**config.mk**
```make
export PLATFORM = sky130hd
export DESIGN_NAME = slot_round_controller
export DESIGN_NICKNAME = d
export VERILOG_FILES = /design/src/rtl/slot_round_controller.sv
export SDC_FILE = /design/constraint.sdc
export NUM_CORES = 1
export LEC_CHECK = 0
export ABC_CLOCK_PERIOD_IN_PS = 3400
export BUFFER_PORTS_ARGS = -buffer_cell sky130_fd_sc_hd__buf_2
export CAP_MARGIN = 20
export CELL_PAD_IN_SITES_DETAIL_PLACEMENT = 0
export CELL_PAD_IN_SITES_GLOBAL_PLACEMENT = 1
export CORE_MARGIN = 2
export CORE_UTILIZATION = 46
export DETAILED_ROUTE_END_ITERATION = 12
export PLACE_DENSITY = 0.84
export SLEW_MARGIN = 5
export SYNTH_ARGS = -nofsm -noshare
export SYNTH_HDL_FRONTEND = slang
export SYNTH_SLANG_ARGS = --single-unit
```
**constraint.sdc**
```tcl
create_clock -name CLOCK_50 -period 3.4 [get_ports CLOCK_50]
set_input_delay 0.85 -clock CLOCK_50 [delete_from_list [all_inputs] [get_ports CLOCK_50]]
set_output_delay 0.85 -clock CLOCK_50 [all_outputs]
set_load 0.02 [all_outputs]
```
**src/rtl/slot_round_controller.sv**
```systemverilog
`timescale 1ns/1ps
`default_nettype none
// ============================================================================
// Module   : slot_round_controller
// Purpose  : Runs one slot round: bet, charge, three-reel spin/stop, classify,
//            payout. Owns the player credit and progressive jackpot registers.
// Revision : 1.0 - initial release
// ============================================================================
module slot_round_controller #(
    parameter logic [16:0] INIT_CREDITS = 17'd500,
    parameter logic [16:0] JACKPOT_SEED = 17'd5000,
    parameter logic [16:0] COST_SINGLE  = 17'd10,
    parameter logic [16:0] COST_MAX     = 17'd50,
    parameter logic [16:0] PAY_SINGLE   = 17'd200,
    parameter logic [16:0] PAY_MAX      = 17'd1000,
    parameter int          AUTO_STOP    = 16
) (
    input  logic        CLOCK_50,
    input  logic        resetn,
    input  logic        start,
    input  logic        bet_max,
    input  logic        stop,
    output logic [11:0] reels,
    output logic [16:0] credits,
    output logic [16:0] jackpot,
    output logic        busy,
    output logic        win,
    output logic        jackpot_win,
    output logic        no_funds
);

    localparam int CNT_W = (AUTO_STOP > 1) ? $clog2(AUTO_STOP) : 1;

    localparam logic [CNT_W-1:0] c_cnt_last = CNT_W'(AUTO_STOP - 1);
    localparam logic [CNT_W-1:0] c_cnt_one  = CNT_W'(1);
    localparam logic [CNT_W-1:0] c_cnt_zero = '0;
    localparam logic [16:0]      c_sat_max  = 17'h1FFFF;
    localparam logic [1:0]       c_cls_none    = 2'd0;
    localparam logic [1:0]       c_cls_match   = 2'd1;
    localparam logic [1:0]       c_cls_jackpot = 2'd2;
    localparam logic [3:0]       c_step0    = 4'd1;
    localparam logic [3:0]       c_step1    = 4'd3;
    localparam logic [3:0]       c_step2    = 4'd7;
    localparam logic [3:0]       c_seven    = 4'd7;

    typedef enum logic [2:0] {
        S_IDLE   = 3'd0,
        S_CHARGE = 3'd1,
        S_SPIN0  = 3'd2,
        S_SPIN1  = 3'd3,
        S_SPIN2  = 3'd4,
        S_EVAL   = 3'd5,
        S_PAYOUT = 3'd6
    } state_t;

    state_t           r_state;
    state_t           w_state_nxt;
    logic [3:0]       r_reel0;
    logic [3:0]       r_reel1;
    logic [3:0]       r_reel2;
    logic [16:0]      r_credits;
    logic [16:0]      r_jackpot;
    logic [CNT_W-1:0] r_stop_cnt;
    logic             r_bet_max;
    logic [1:0]       r_class;
    logic             r_win;
    logic             r_jackpot_win;
    logic             r_no_funds;

    logic [16:0]      w_cost_req;
    logic [16:0]      w_cost_lat;
    logic             w_accept;
    logic             w_reject;
    logic             w_stop_edge;
    logic             w_adv0;
    logic             w_adv1;
    logic             w_adv2;
    logic             w_all_eq;

    function automatic logic [16:0] sat_add(input logic [16:0] a, input logic [16:0] b);
        logic [17:0] s;
        s = {1'b0, a} + {1'b0, b};
        return s[17] ? c_sat_max : s[16:0];
    endfunction

    function automatic logic [3:0] bcd_step(input logic [3:0] v, input logic [3:0] inc);
        logic [4:0] s;
        s = {1'b0, v} + {1'b0, inc};
        if (s >= 5'd10) begin
            s = s - 5'd10;
        end
        return s[3:0];
    endfunction

    always_ff @(posedge CLOCK_50 or negedge resetn) begin
        if (!resetn) begin
            r_state <= S_IDLE;
        end else begin
            r_state <= w_state_nxt;
        end
    end

    always_comb begin
        w_cost_req  = bet_max   ? COST_MAX : COST_SINGLE;
        w_cost_lat  = r_bet_max ? COST_MAX : COST_SINGLE;
        w_accept    = (r_state == S_IDLE) && start && (r_credits >= w_cost_req);
        w_reject    = (r_state == S_IDLE) && start && (r_credits <  w_cost_req);
        // A player stop coinciding with the timeout is still a single stop.
        w_stop_edge = stop || (r_stop_cnt == c_cnt_last);
        // Reel k freezes on the stop edge of SPINk; later reels keep turning.
        w_adv0      = (r_state == S_SPIN0) && !w_stop_edge;
        w_adv1      = (r_state == S_SPIN0) || ((r_state == S_SPIN1) && !w_stop_edge);
        w_adv2      = (r_state == S_SPIN0) || (r_state == S_SPIN1) ||
                      ((r_state == S_SPIN2) && !w_stop_edge);
        w_all_eq    = (r_reel0 == r_reel1) && (r_reel1 == r_reel2);
        w_state_nxt = r_state;
        case (r_state)
            S_IDLE:   if (w_accept)    w_state_nxt = S_CHARGE;
            S_CHARGE:                  w_state_nxt = S_SPIN0;
            S_SPIN0:  if (w_stop_edge) w_state_nxt = S_SPIN1;
            S_SPIN1:  if (w_stop_edge) w_state_nxt = S_SPIN2;
            S_SPIN2:  if (w_stop_edge) w_state_nxt = S_EVAL;
            S_EVAL:                    w_state_nxt = S_PAYOUT;
            S_PAYOUT:                  w_state_nxt = S_IDLE;
            default:                   w_state_nxt = S_IDLE;
        endcase
    end

    always_ff @(posedge CLOCK_50 or negedge resetn) begin
        if (!resetn) begin
            r_reel0       <= 4'd0;
            r_reel1       <= 4'd0;
            r_reel2       <= 4'd0;
            r_credits     <= INIT_CREDITS;
            r_jackpot     <= JACKPOT_SEED;
            r_stop_cnt    <= c_cnt_zero;
            r_bet_max     <= 1'b0;
            r_class       <= c_cls_none;
            r_win         <= 1'b0;
            r_jackpot_win <= 1'b0;
            r_no_funds    <= 1'b0;
        end else begin
            r_win         <= 1'b0;
            r_jackpot_win <= 1'b0;
            r_no_funds    <= w_reject;
            case (r_state)
                S_IDLE: begin
                    if (w_accept) begin
                        r_bet_max <= bet_max;
                    end
                end
                S_CHARGE: begin
                    r_credits  <= r_credits - w_cost_lat;
                    r_jackpot  <= sat_add(r_jackpot, w_cost_lat);
                    r_reel0    <= 4'd0;
                    r_reel1    <= 4'd0;
                    r_reel2    <= 4'd0;
                    r_stop_cnt <= c_cnt_zero;
                end
                S_SPIN0, S_SPIN1, S_SPIN2: begin
                    if (w_adv0) r_reel0 <= bcd_step(r_reel0, c_step0);
                    if (w_adv1) r_reel1 <= bcd_step(r_reel1, c_step1);
                    if (w_adv2) r_reel2 <= bcd_step(r_reel2, c_step2);
                    r_stop_cnt <= w_stop_edge ? c_cnt_zero : (r_stop_cnt + c_cnt_one);
                end
                S_EVAL: begin
                    if (w_all_eq && (r_reel0 == c_seven) && r_bet_max) begin
                        r_class <= c_cls_jackpot;
                    end else if (w_all_eq) begin
                        r_class <= c_cls_match;
                    end else begin
                        r_class <= c_cls_none;
                    end
                end
                S_PAYOUT: begin
                    if (r_class == c_cls_jackpot) begin
                        r_credits     <= sat_add(r_credits, r_jackpot);
                        r_jackpot     <= JACKPOT_SEED;
                        r_win         <= 1'b1;
                        r_jackpot_win <= 1'b1;
                    end else if (r_class == c_cls_match) begin
                        r_credits <= sat_add(r_credits, r_bet_max ? PAY_MAX : PAY_SINGLE);
                        r_win     <= 1'b1;
                    end
                end
                default: begin
                    r_class <= c_cls_none;
                end
            endcase
        end
    end

    assign reels       = {r_reel0, r_reel1, r_reel2};
    assign credits     = r_credits;
    assign jackpot     = r_jackpot;
    assign busy        = (r_state != S_IDLE);
    assign win         = r_win;
    assign jackpot_win = r_jackpot_win;
    assign no_funds    = r_no_funds;

endmodule
`default_nettype wire

```
Word-level counts from Yosys, hierarchy flattened
Cells that the tools add are included.
- bits in registers: 59
- input port bits: 5
- output and inout port bits: 50
- word-level logic and storage cells: 111
- add/sub/neg operators: 11
- magnitude comparators: 5
- equal/unequal tests: 21
- muxes and demuxes: 35
- reductions and logical operators: 27
- operators by type and width (kind ; count):
    two-way mux 17 bit ; 6
    case mux 17 bit (2 select lines) ; 2
    case mux 4 bit (2 select lines) ; 4
    two-way mux 4 bit ; 7
    adder 17 x 10 -> 18 bit ; 1
    adder 17 x 17 -> 18 bit ; 1
    adder 17 x 6 -> 18 bit ; 1
    case mux 3 bit (6 select lines) ; 1
    greater-or-equal comparator 17 x 6 -> 1 bit ; 1
    less-than comparator 17 x 6 -> 1 bit ; 1
    subtractor 17 x 6 -> 17 bit ; 1
    inequality test 2 bit, second input constant ; 8
    greater-or-equal comparator 5 x 4 -> 1 bit, second input constant ; 3
    two-way mux 3 bit ; 4
    two-way mux 6 bit ; 2
    AND reduction 2 bit ; 6
    subtractor 4 bit, second input constant ; 3
    two-way mux 10 bit ; 1
    equality test 3 bit, second input constant ; 3
    logical AND 1 bit ; 9
    equality test 4 bit ; 2
    equality test 3 x 2 -> 1 bit, second input constant ; 2
    two-way mux 1 bit ; 6
    OR reduction 6 bit ; 1
    other kinds (19) ; 23

Logic depth before layout (Yosys ltp)
Gate-level depths: netlist of run 1.
- depth in word-level cells: 7
- gate-level depth with buffers: 11
- mapped depth without buffers: 10

Worst setup path after synthesis of run 1
No wires, ideal clock.
- kind: register -> register
- from: register r_reel1[0]
- to: register r_reel1[2]
- setup time: 121 ps
- data arrival time: 2407 ps
- path slack: 872 ps
- cell stages (with the launch flop): 12
- buffers on the path: 1
- cell sequence: dfrtp_1 inv_1 ha_1 clkbuf_1 xor2_1 ha_1 or2_2 o22ai_1 a222oi_1 nor2_1 a21o_1 a22o_1
- word-level cells in the longest chain between the ends: 5
- RTL lines (item ; line ; text):
    from (decl) ; 59 ; logic [3:0] r_reel1;
    from (signal assigned) ; 162 ; if (w_adv1) r_reel1 <= bcd_step(r_reel1, c_step1);
    adder 4 x 2 -> 5 bit * ; 88 ; s = {1'b0, v} + {1'b0, inc};
    subtractor 4 bit / greater-or-equal comparator 5 x 4 -> 1 bit (equally long branches) ; 90, 89 ;
    two-way mux 4 bit * ; 89 ; if (s >= 5'd10) begin
    two-way mux 4 bit * ; 162 ;
    case mux 4 bit (2 select lines) * ; 146 ; case (r_state)
Every way passes the cells marked *; elsewhere a longest branch is shown, timed or not. The select of a mux whose other input is x is not followed.
A chain may end at the register's enable or synchronous reset.

Final worst setup path of run 1
- from: register r_bet_max
- to: register r_jackpot[12] (netlist: jackpot[12])
- word-level cells in the longest chain between the ends: 4
- RTL lines (item ; line ; text):
    from (decl) ; 64 ; logic r_bet_max;
    from (signal assigned) ; 149 ; r_bet_max <= bet_max;
    two-way mux 6 bit ; 105 ; w_cost_lat = r_bet_max ? COST_MAX : COST_SINGLE;
    adder 17 x 6 -> 18 bit ; 82 ; s = {1'b0, a} + {1'b0, b};
    two-way mux 17 bit ; 83 ; return s[17] ? c_sat_max : s[16:0];
    case mux 17 bit (2 select lines) ; 146 ;
    to (signal assigned) ; 154 ; r_jackpot <= sat_add(r_jackpot, w_cost_lat);
    to (decl) ; 62 ; logic [16:0] r_jackpot;
Every way passes these cells.

==> impl_metrics.toml, run 1 <==
[place]
place_area_mm2 = 0.00581
place_ws_ns = 0.699
gp_congestion = 1.13
portBuffers = 54
hpwl_um = 12300

[logic_synthesis]
yosys.area.top_type = "dfrtp_1"
syn_inst = 650
synth_edf_count = 0
ys_types = 80
synth_fp_nets = 699
netlist.area_leader.share = 0.223
synth-main-ff-cell = "dfrtp_1"
yosys_register_bits = 59
yosys-top-cells-count = "55 x nand2_1, 48 x dfrtp_1, 48 x o21ai_0, 47 x nor2_1, 43 x ha_1"
synth_async_sr_flop_share = 1.00
synth_area_leaders = "dfrtp_1 22%, ha_1 10%, dfstp_2 5.4%"
synth.yosys.seq_area_share = 0.277
synth.avg_cell_area_um2 = 8.29
yosys_warnings = 0
yosys.cell_count.top_type = "nand2_1"
synth_area_mm2 = 0.00539

[pwr]
p_seq_frac = 0.406
ir_drop_v = 0.000217
comb_power_share = 0.042
clockPowerShare = 0.552
cellLeakagePower_nw = 2.87
p_sw_frac = 0.227
p_switching_mw = 0.400
p_int_mw = 1.36
power.density_mw_per_mm2 = 288

[timing]
tns_ns = 0
drv_slew = 0
rsz0062_at_grt = "false"
fin_crit_sh = 0.824
hold_viol = 0
max_clock_freq_mhz = 357
setup_ws_ns = 0.597
slew-limit-headroom = 0.462
min_period_ns = 2.80
clock_skew_ns = 0.00517
worst_pin_slew_ns = 0.807
setup_viol = 0

[critical_path]
slowest_delay_ns = 0.55
arrival_ns = 3.05
cp_top_family = "compound AO/OA/AOI/OAI gates"
crit_slowest_cell = "dfrtp_1"
path_cells = "inv_1, ha_1, a21o_1, a21o_1, a21oi_1, nor3_1, o21ai_0, nand2_1"
cp-start-kind = "flip-flop"
crit_top_cell = "a21o_1"
critPathKind = "flip-flop to flip-flop"
setup.worst_path.end_class = "flip-flop"
cp_data_required_time_ns = 3.64
crit_buf_inv = 1
crit_path_start = "r_bet_max$_DFFE_PN0P_"
worst-path-max-fanout = 9
reg2reg_from = "r_bet_max$_DFFE_PN0P_"

[grt]
grt_pass1_wl_um = 26500
grt_max_degree = 33
grt_pass1_vias = 5111
grt_usage = 0.264
grt.overflow.total = 0
antenna_found_initial = 0

[floorplanning]
dieArea_mm2 = 0.0126
io_pins = 55
design.core.area_mm2 = 0.0114
start_util = 0.472
num_rows = 39
die_y_um = 112
die_w_um = 112

[clock_tree]
post_cts_buffers = 0
cts_sinks = 59
cts_hold_buf = 0
root_buffer = "clkbuf_16"
cts.clk_slew.worst_paths_ns = 0.05
clock_latency_ns = 0.35
cts_tree = "yes"
ctsResizeCount = 0
htree_num_levels = 3
cts_buffers = 9
cts_buffer_depth = 2

[cells_and_area]
diodes = 0
drive_gt1_frac = 0.161
final_cell_area_mm2 = 0.00612
syn_to_final_growth_pct = 13.6
fin_util = 0.536
layout.nets = 750

[outcome]
status = "finished clean"

[detailed_routing]
wirelength_um = 16400
vias_per_cell = 6.33
vias = 5378
drt_iter0_drc = 549
ant_nets = 0
drt_pass1_iterations = 5
wire_per_inst_um = 19.3
drc = 0

[hold_path]
hp-start = "r_class[0]$_DFFE_PN0N_"
hold_class = "flip-flop to flip-flop"

[flow_run]
maxCapViolCount = 0
power groups by stage:
stage	Sequential [mW]	Combinational [mW]	Clock, mW
CTS	0.715	0.0748	0.981
floorplan	0.728	0.0406	0
detailed placement	0.727	0.0748	0
global placement	0.727	0.0725	0
finish	0.715	0.0737	0.973
global route	0.716	0.0842	1.01
kinds of logic (layout without fill, tap and decap cells):
kind of cell    count (synthesis)  after routing  synth area share
xor+xnor                       31             31            0.0504
fa+ha+maj                      44             44             0.104
mux                             7              7            0.0137
buf+inv                        55            111            0.0425
simple gates                  238            238             0.237
compound gates                216            216             0.277
flops                          59             59             0.277
worst register-to-register path, cell delays in order (launching register included):
cell and delay, ns:
dfrtp_1 0.55, inv_1 0.17, ha_1 0.36, a21o_1 0.17
a21o_1 0.19, a21oi_1 0.46, nor3_1 0.14, o21ai_0 0.54
nand2_1 0.12
state kept, by name, indices dropped and copies added (netlist names):
name and count:
r_stop_cnt 4, r_reel0 4, no_funds 1, jackpot_win 1
r_state 3, r_bet_max 1, r_reel2 4, r_reel1 4
r_class 2, win 1, jackpot 17, credits 17
routing by layer:
metal,up-vias,track usage,part of all wire
li1,2585,-,-
met1,2554,0.369,0.45
met2,205,0.408,0.45
met3,34,0.0416,0.065
met4,0,0.111,0.027
met5,-,0,0
path summary, 6_finish.rpt:
check | to | slack [ns] | cells after the start
max | jackpot[12]$_DFFE_PN1P_ | 0.60 | 8
min | r_class[0]$_DFFE_PN0N_ | 0.49 | 2
max reg2reg | jackpot[12]$_DFFE_PN1P_ | 0.60 | 8
min reg2reg | r_class[0]$_DFFE_PN0N_ | 0.49 | 2
max in group asynchronous | jackpot[8]$_DFFE_PN1P_ | 1.97 | 2
min in group asynchronous | r_stop_cnt[2]$_DFFE_PN0P_ | 0.59 | 1
metrics by stage:
stage	power [mW]	instances	hold slack [ns]
global placement	0.799	833	0.470
floorplan	0.768	650	0.449
detailed placement	0.802	833	0.478
global route	1.81	849	0.534
finish	1.76	849	0.485
CTS	1.77	849	0.490
layout by cell type, fill, tap and decap left out, drive strengths merged, types with 4 or more instances in the layout:
cell type,count
clkbuf,13
nand2b,8
o21a,9
xor2,13
o221ai,6
a21o,11
nor2,47
nand4,9
a211oi,8
xnor2,18
a21boi,4
or3,8
nand3b,6
nand2,56
a22o,6
a31o,4
buf,66
nor3b,4
nand3,29
inv,29
o211ai,15
o22ai,9
mux2i,4
a221o,5
dfstp,11
a31oi,11
dfrtp,48
nor4,10
o31ai,7
a21oi,39
ha,43
nor3,28
o21ai,51
nor2b,8
o311ai,5
and3,8
area by class of cell:
class | count | area [um^2]
sequential | 59 | 1490
inverter | 29 | 109
timing repair buffer | 66 | 360
clock inverter | 3 | 45.0
tap | 143 | 179
multi-input combinational | 536 | 3670
clock buffer | 13 | 270
fill | 1091 | 5300
Power figures use the tool's default switching activity.
==> inputs of run 2 (changes only) <==
- ABC_AREA: unset -> 1
- ABC_CLOCK_PERIOD_IN_PS: 3400 -> 2700
- CORE_UTILIZATION: 46 -> 43
- PLACE_DENSITY: 0.84 -> 0.83
- clock period: 3.4 -> 2.7 ns (I/O delays scaled with it)
==> impl_metrics.toml, run 2 <==
[logic_synthesis]
yosys_warnings = 0
netlist.area_leader.share = 0.212
yosys.area.top_type = "dfrtp_1"
synth_area_leaders = "dfrtp_1 21%, nand2_1 16%, ha_1 9.5%"
yosys.cell_count.top_type = "nand2_1"
syn_inst = 876
synth-main-ff-cell = "dfrtp_1"
synth_area_mm2 = 0.00567
synth_async_sr_flop_share = 1.00
synth.yosys.seq_area_share = 0.263
yosys_register_bits = 59
synth.avg_cell_area_um2 = 6.47
synth_edf_count = 0
yosys-top-cells-count = "241 x nand2_1, 119 x inv_1, 85 x nor2_1, 77 x nand3_1, 57 x a21oi_1"
ys_types = 49
synth_fp_nets = 925

[clock_tree]
cts_buffer_depth = 2
root_buffer = "clkbuf_16"
cts_hold_buf = 0
clock_latency_ns = 0.34
cts_tree = "yes"
htree_num_levels = 3
ctsResizeCount = 0
post_cts_buffers = 0
cts.clk_slew.worst_paths_ns = 0.06
cts_buffers = 9
cts_sinks = 59

[grt]
grt_usage = 0.245
antenna_found_initial = 0
grt_max_degree = 60
grt_pass1_vias = 5456
grt_pass1_wl_um = 27700
grt.overflow.total = 0

[floorplanning]
dieArea_mm2 = 0.0141
design.core.area_mm2 = 0.0128
io_pins = 55
die_w_um = 119
start_util = 0.444
num_rows = 41
die_y_um = 119

[critical_path]
arrival_ns = 2.63
path_cells = "ha_1, inv_1, nand2_1, nand2_1, nand2_1, nand2_2, nand3_2, nand2_2, nand2_2, o21ai_0, o21ai_0, a21oi_1"
setup.worst_path.end_class = "flip-flop"
crit_buf_inv = 1
reg2reg_setup_slack_ns = 0.34
cp-start-kind = "flip-flop"
slowest_delay_ns = 0.62
cp_data_required_time_ns = 2.97
crit_slowest_cell = "dfstp_2"
worst-path-max-fanout = 13
crit_path_start = "credits[5]$_DFFE_PN1P_"
reg2reg_from = "credits[5]$_DFFE_PN1P_"
critPathKind = "flip-flop to flip-flop"
cp_top_family = "simple AND/OR/NAND/NOR gates"

[detailed_routing]
drt_iter0_drc = 355
wirelength_um = 16700
ant_nets = 0
drt_pass1_iterations = 5
wire_per_inst_um = 15.0
drc = 0
vias = 5797
vias_per_cell = 5.20

[cells_and_area]
drive_gt1_frac = 0.127
fillers = 1342
layout.nets = 987
final_common_cell = "nand2_1"
final_cell_mix = "241 x nand2_1, 119 x inv_1, 85 x nor2_1, 77 x nand3_1, 57 x a21oi_1"
diodes = 0
syn_to_final_growth_pct = 13.8
fin_util = 0.505

[timing]
setup_viol = 0
drv_slew = 0
tns_ns = 0
slew-limit-headroom = 0.704
hold_viol = 0
worst_pin_slew_ns = 0.441
clock_skew_ns = 0.00872
fin_crit_sh = 0.874
rsz0062_at_grt = "false"
min_period_ns = 2.36
max_clock_freq_mhz = 424

[outcome]
status = "finished clean"

[hold_path]
hold_class = "input port to asynchronous set/reset pin"

[place]
portBuffers = 54
gp_congestion = 0.879
hpwl_um = 13100

[pwr]
cellLeakagePower_nw = 3.39
power.density_mw_per_mm2 = 1400
ir_drop_v = 0.000663

[flow_run]
maxCapViolCount = 0
==> run 2: cell count changes in the layout (fill, tap and decap cells not counted), sizes merged, moves of 9 or more <==
cell	delta
o211ai	-14
a21oi	+19
o21ai	+9
inv	+98
nor2	+44
xnor2	-14
nand3	+51
nand2	+190
==> run 2: area by class of cell <==
class	instances	area, um^2	area share
clock buffers	11	233	0.0360
inverters	127	484	0.0750
flip-flops and latches	59	1490	0.231
clock inverters	5	77.6	0.0120
multi-input cells	678	3610	0.559
well taps	172	215	0.0333
repair buffers	63	350	0.0543
==> run 2: power by group <==
group | switching (mW) | total [mW] | internal, mW
Clock | 0.431 | 1.24 | 0.805
Combinational | 3.99 | 6.02 | 2.03
Sequential | 0.559 | 1.82 | 1.26
==> run 2: kinds of logic (layout without fill, tap and decap cells) <==
group                    after synthesis  after routing  synth area share
AO/OA/AOI/OAI                        141            141             0.137
XOR/XNOR                              24             24            0.0371
adder cells (fa/ha/maj)               44             44            0.0984
buffers and inverters                139            206             0.101
flip-flops                            59             59             0.263
multiplexers                           1              1           0.00176
AND/OR/NAND/NOR                      468            468             0.361
==> run 2: routing by layer <==
| metal | part of all wire | vias up | GRT usage |
|---|---|---|---|
| met4 | 0.020 | 0 | 0.0826 |
| met5 | 0 | - | 0 |
| met2 | 0.43 | 145 | 0.374 |
| met1 | 0.50 | 2623 | 0.351 |
| li1 | - | 3005 | - |
| met3 | 0.047 | 24 | 0.0383 |
==> run 2: per-stage QoR <==
stage | setup WS, ns | cells | hold slack, ns | cell area (um^2) | power [mW]
floorplan | 0.686 | 876 | 0.379 | 5670 | 6.24
global placement | 0.376 | 1099 | 0.509 | 6150 | 7.80
detailed placement | 0.366 | 1099 | 0.515 | 6150 | 7.79
CTS | 0.341 | 1115 | 0.348 | 6460 | 9.05
global route | 0.0999 | 1115 | 0.368 | 6460 | 10.0
finish | 0.341 | 1115 | 0.339 | 6460 | 9.07
==> run 2: final timing paths <==
check                                       endpoint  depth (start not counted)
max                           credits[6]$_DFFE_PN1P_                         12
min                               no_funds$_DFF_PN0_                          2
max reg2reg                   credits[6]$_DFFE_PN1P_                         12
min reg2reg                r_stop_cnt[1]$_DFFE_PN0P_                          1
max in group asynchronous     jackpot[7]$_DFFE_PN1P_                          2
min in group CLOCK_50      r_stop_cnt[1]$_DFFE_PN0P_                          1
==> inputs of run 3 (changes only) <==
- CORE_MARGIN: 2 -> 4
- REMOVE_ABC_BUFFERS: unset -> 1
==> impl_metrics.toml, run 3 (synthesis results as in run 2) <==
[floorplanning]
io_pins = 55
num_rows = 41
die_y_um = 123
design.core.area_mm2 = 0.0128
dieArea_mm2 = 0.0151
start_util = 0.444
die_w_um = 123

[timing]
rsz0062_at_grt = "false"
hold_viol = 0
clock_skew_ns = 0.00533
drv_slew = 0
fin_crit_sh = 0.911
max_clock_freq_mhz = 406
worst_pin_slew_ns = 0.646
setup_viol = 0
tns_ns = 0
min_period_ns = 2.46
slew-limit-headroom = 0.570

[cells_and_area]
final_cell_area_mm2 = 0.00648
regArea_mm2 = 0.00149
final_common_cell = "nand2_1"
fillers = 1327
syn_to_final_growth_pct = 14.3
final_cell_mix = "241 x nand2_1, 119 x inv_1, 85 x nor2_1, 77 x nand3_1, 57 x a21oi_1"
multi_input_area_mm2 = 0.00361
diodes = 0
fin_util = 0.507
layout.nets = 988
drive_gt1_frac = 0.129

[critical_path]
cp_data_required_time_ns = 2.92
reg2regPathDepth = 9
setup.worst_path.end_class = "flip-flop"
cp-start-kind = "flip-flop"
critPathKind = "flip-flop to flip-flop"
reg2reg_from = "credits[4]$_DFFE_PN1P_"
r2r_end = "credits[10]$_DFFE_PN0P_"
worst-path-max-fanout = 8
arrival_ns = 2.68
reg2reg_setup_slack_ns = 0.24

[clock_tree]
clock_latency_ns = 0.34
cts_buffers = 9
cts_sinks = 59
post_cts_buffers = 0
cts_buffer_depth = 2
htree_num_levels = 3
ctsResizeCount = 0
root_buffer = "clkbuf_16"
cts_hold_buf = 0
cts_tree = "yes"
cts.clk_slew.worst_paths_ns = 0.05

[hold_path]
hold_class = "input port to asynchronous set/reset pin"

[place]
gp_congestion = 0.867
hpwl_um = 13300
portBuffers = 54
place_area_mm2 = 0.00615

[grt]
grt_pass1_wl_um = 27400
grt_pass1_vias = 5405
antenna_found_initial = 0
grt_max_degree = 26
grt_usage = 0.231
grt.overflow.total = 0

[detailed_routing]
vias_per_cell = 5.18
vias = 5778
ant_nets = 0
wirelength_um = 16900
wire_per_inst_um = 15.2
drc = 0
drt_pass1_iterations = 5
drt_iter0_drc = 436

[flow_run]
maxCapViolCount = 0

[pwr]
p_int_mw = 4.14
power.density_mw_per_mm2 = 1400
p_sw_frac = 0.544
p_seq_frac = 0.199
ir_drop_v = 0.000687
clockPowerShare = 0.141
finalPower_mw = 9.08
p_switching_mw = 4.94
comb_power_share = 0.660
cellLeakagePower_nw = 3.40

[outcome]
status = "finished clean"
==> run 3: layout make-up <==
cell class                 instances  area share
tap                              172      0.0332
timing repair buffer              64      0.0552
clock inverter                     4      0.0112
multi-input combinational        678       0.556
sequential                        59       0.230
inverter                         127      0.0747
clock buffer                      12      0.0396
==> run 3: power by group through the flow <==
stage	Combinational [mW]	Sequential [mW]	Clock, mW
2_1_floorplan	4.14	1.99	0
3_3_place_gp	5.95	1.81	0
3_5_place_dp	5.93	1.80	0
4_1_cts	5.97	1.79	1.30
5_1_grt	6.79	1.86	1.34
6_report	5.99	1.81	1.28
==> run 3: per-layer routing <==
layer,global-route usage,part of all wire
met3,0.0332,0.043
met5,0,0
met2,0.354,0.44
met1,0.334,0.50
met4,0.0770,0.020
==> run 3: critical path, cell delays in order, from the launching register on <==
cell	delay [ns]
dfstp_2	0.63
ha_1	0.30
a21oi_1	0.26
nand2_1	0.09
nand2_1	0.07
nand3_1	0.13
a21oi_2	0.43
nand3_1	0.24
nand2_1	0.13
a21oi_1	0.06
==> run 3: worst max path at each step <==
stage	startpoint	to	slack (ns)	cells after the start
4_1_cts	credits[4]$_DFFE_PN1P_	credits[10]$_DFFE_PN0P_	0.28	9
3_3_place_gp	credits[4]$_DFFE_PN1P_	credits[14]$_DFFE_PN0P_	0.31	9
5_1_grt	r_bet_max$_DFFE_PN0P_	credits[2]$_DFFE_PN1P_	0.08	14
2_1_floorplan	credits[7]$_DFFE_PN1P_	credits[15]$_DFFE_PN0P_	0.69	9
3_5_place_dp	credits[4]$_DFFE_PN1P_	credits[10]$_DFFE_PN0P_	0.30	9
6_report	credits[4]$_DFFE_PN1P_	credits[10]$_DFFE_PN0P_	0.24	9
==> run 3: metrics by stage <==
stage	hold WS [ns]	worst slack (ns)	instances
4_1_cts	0.381	0.282	1116
6_report	0.362	0.240	1116
3_5_place_dp	0.515	0.300	1100
2_1_floorplan	0.379	0.686	864
5_1_grt	0.405	0.0779	1116
3_3_place_gp	0.513	0.307	1100
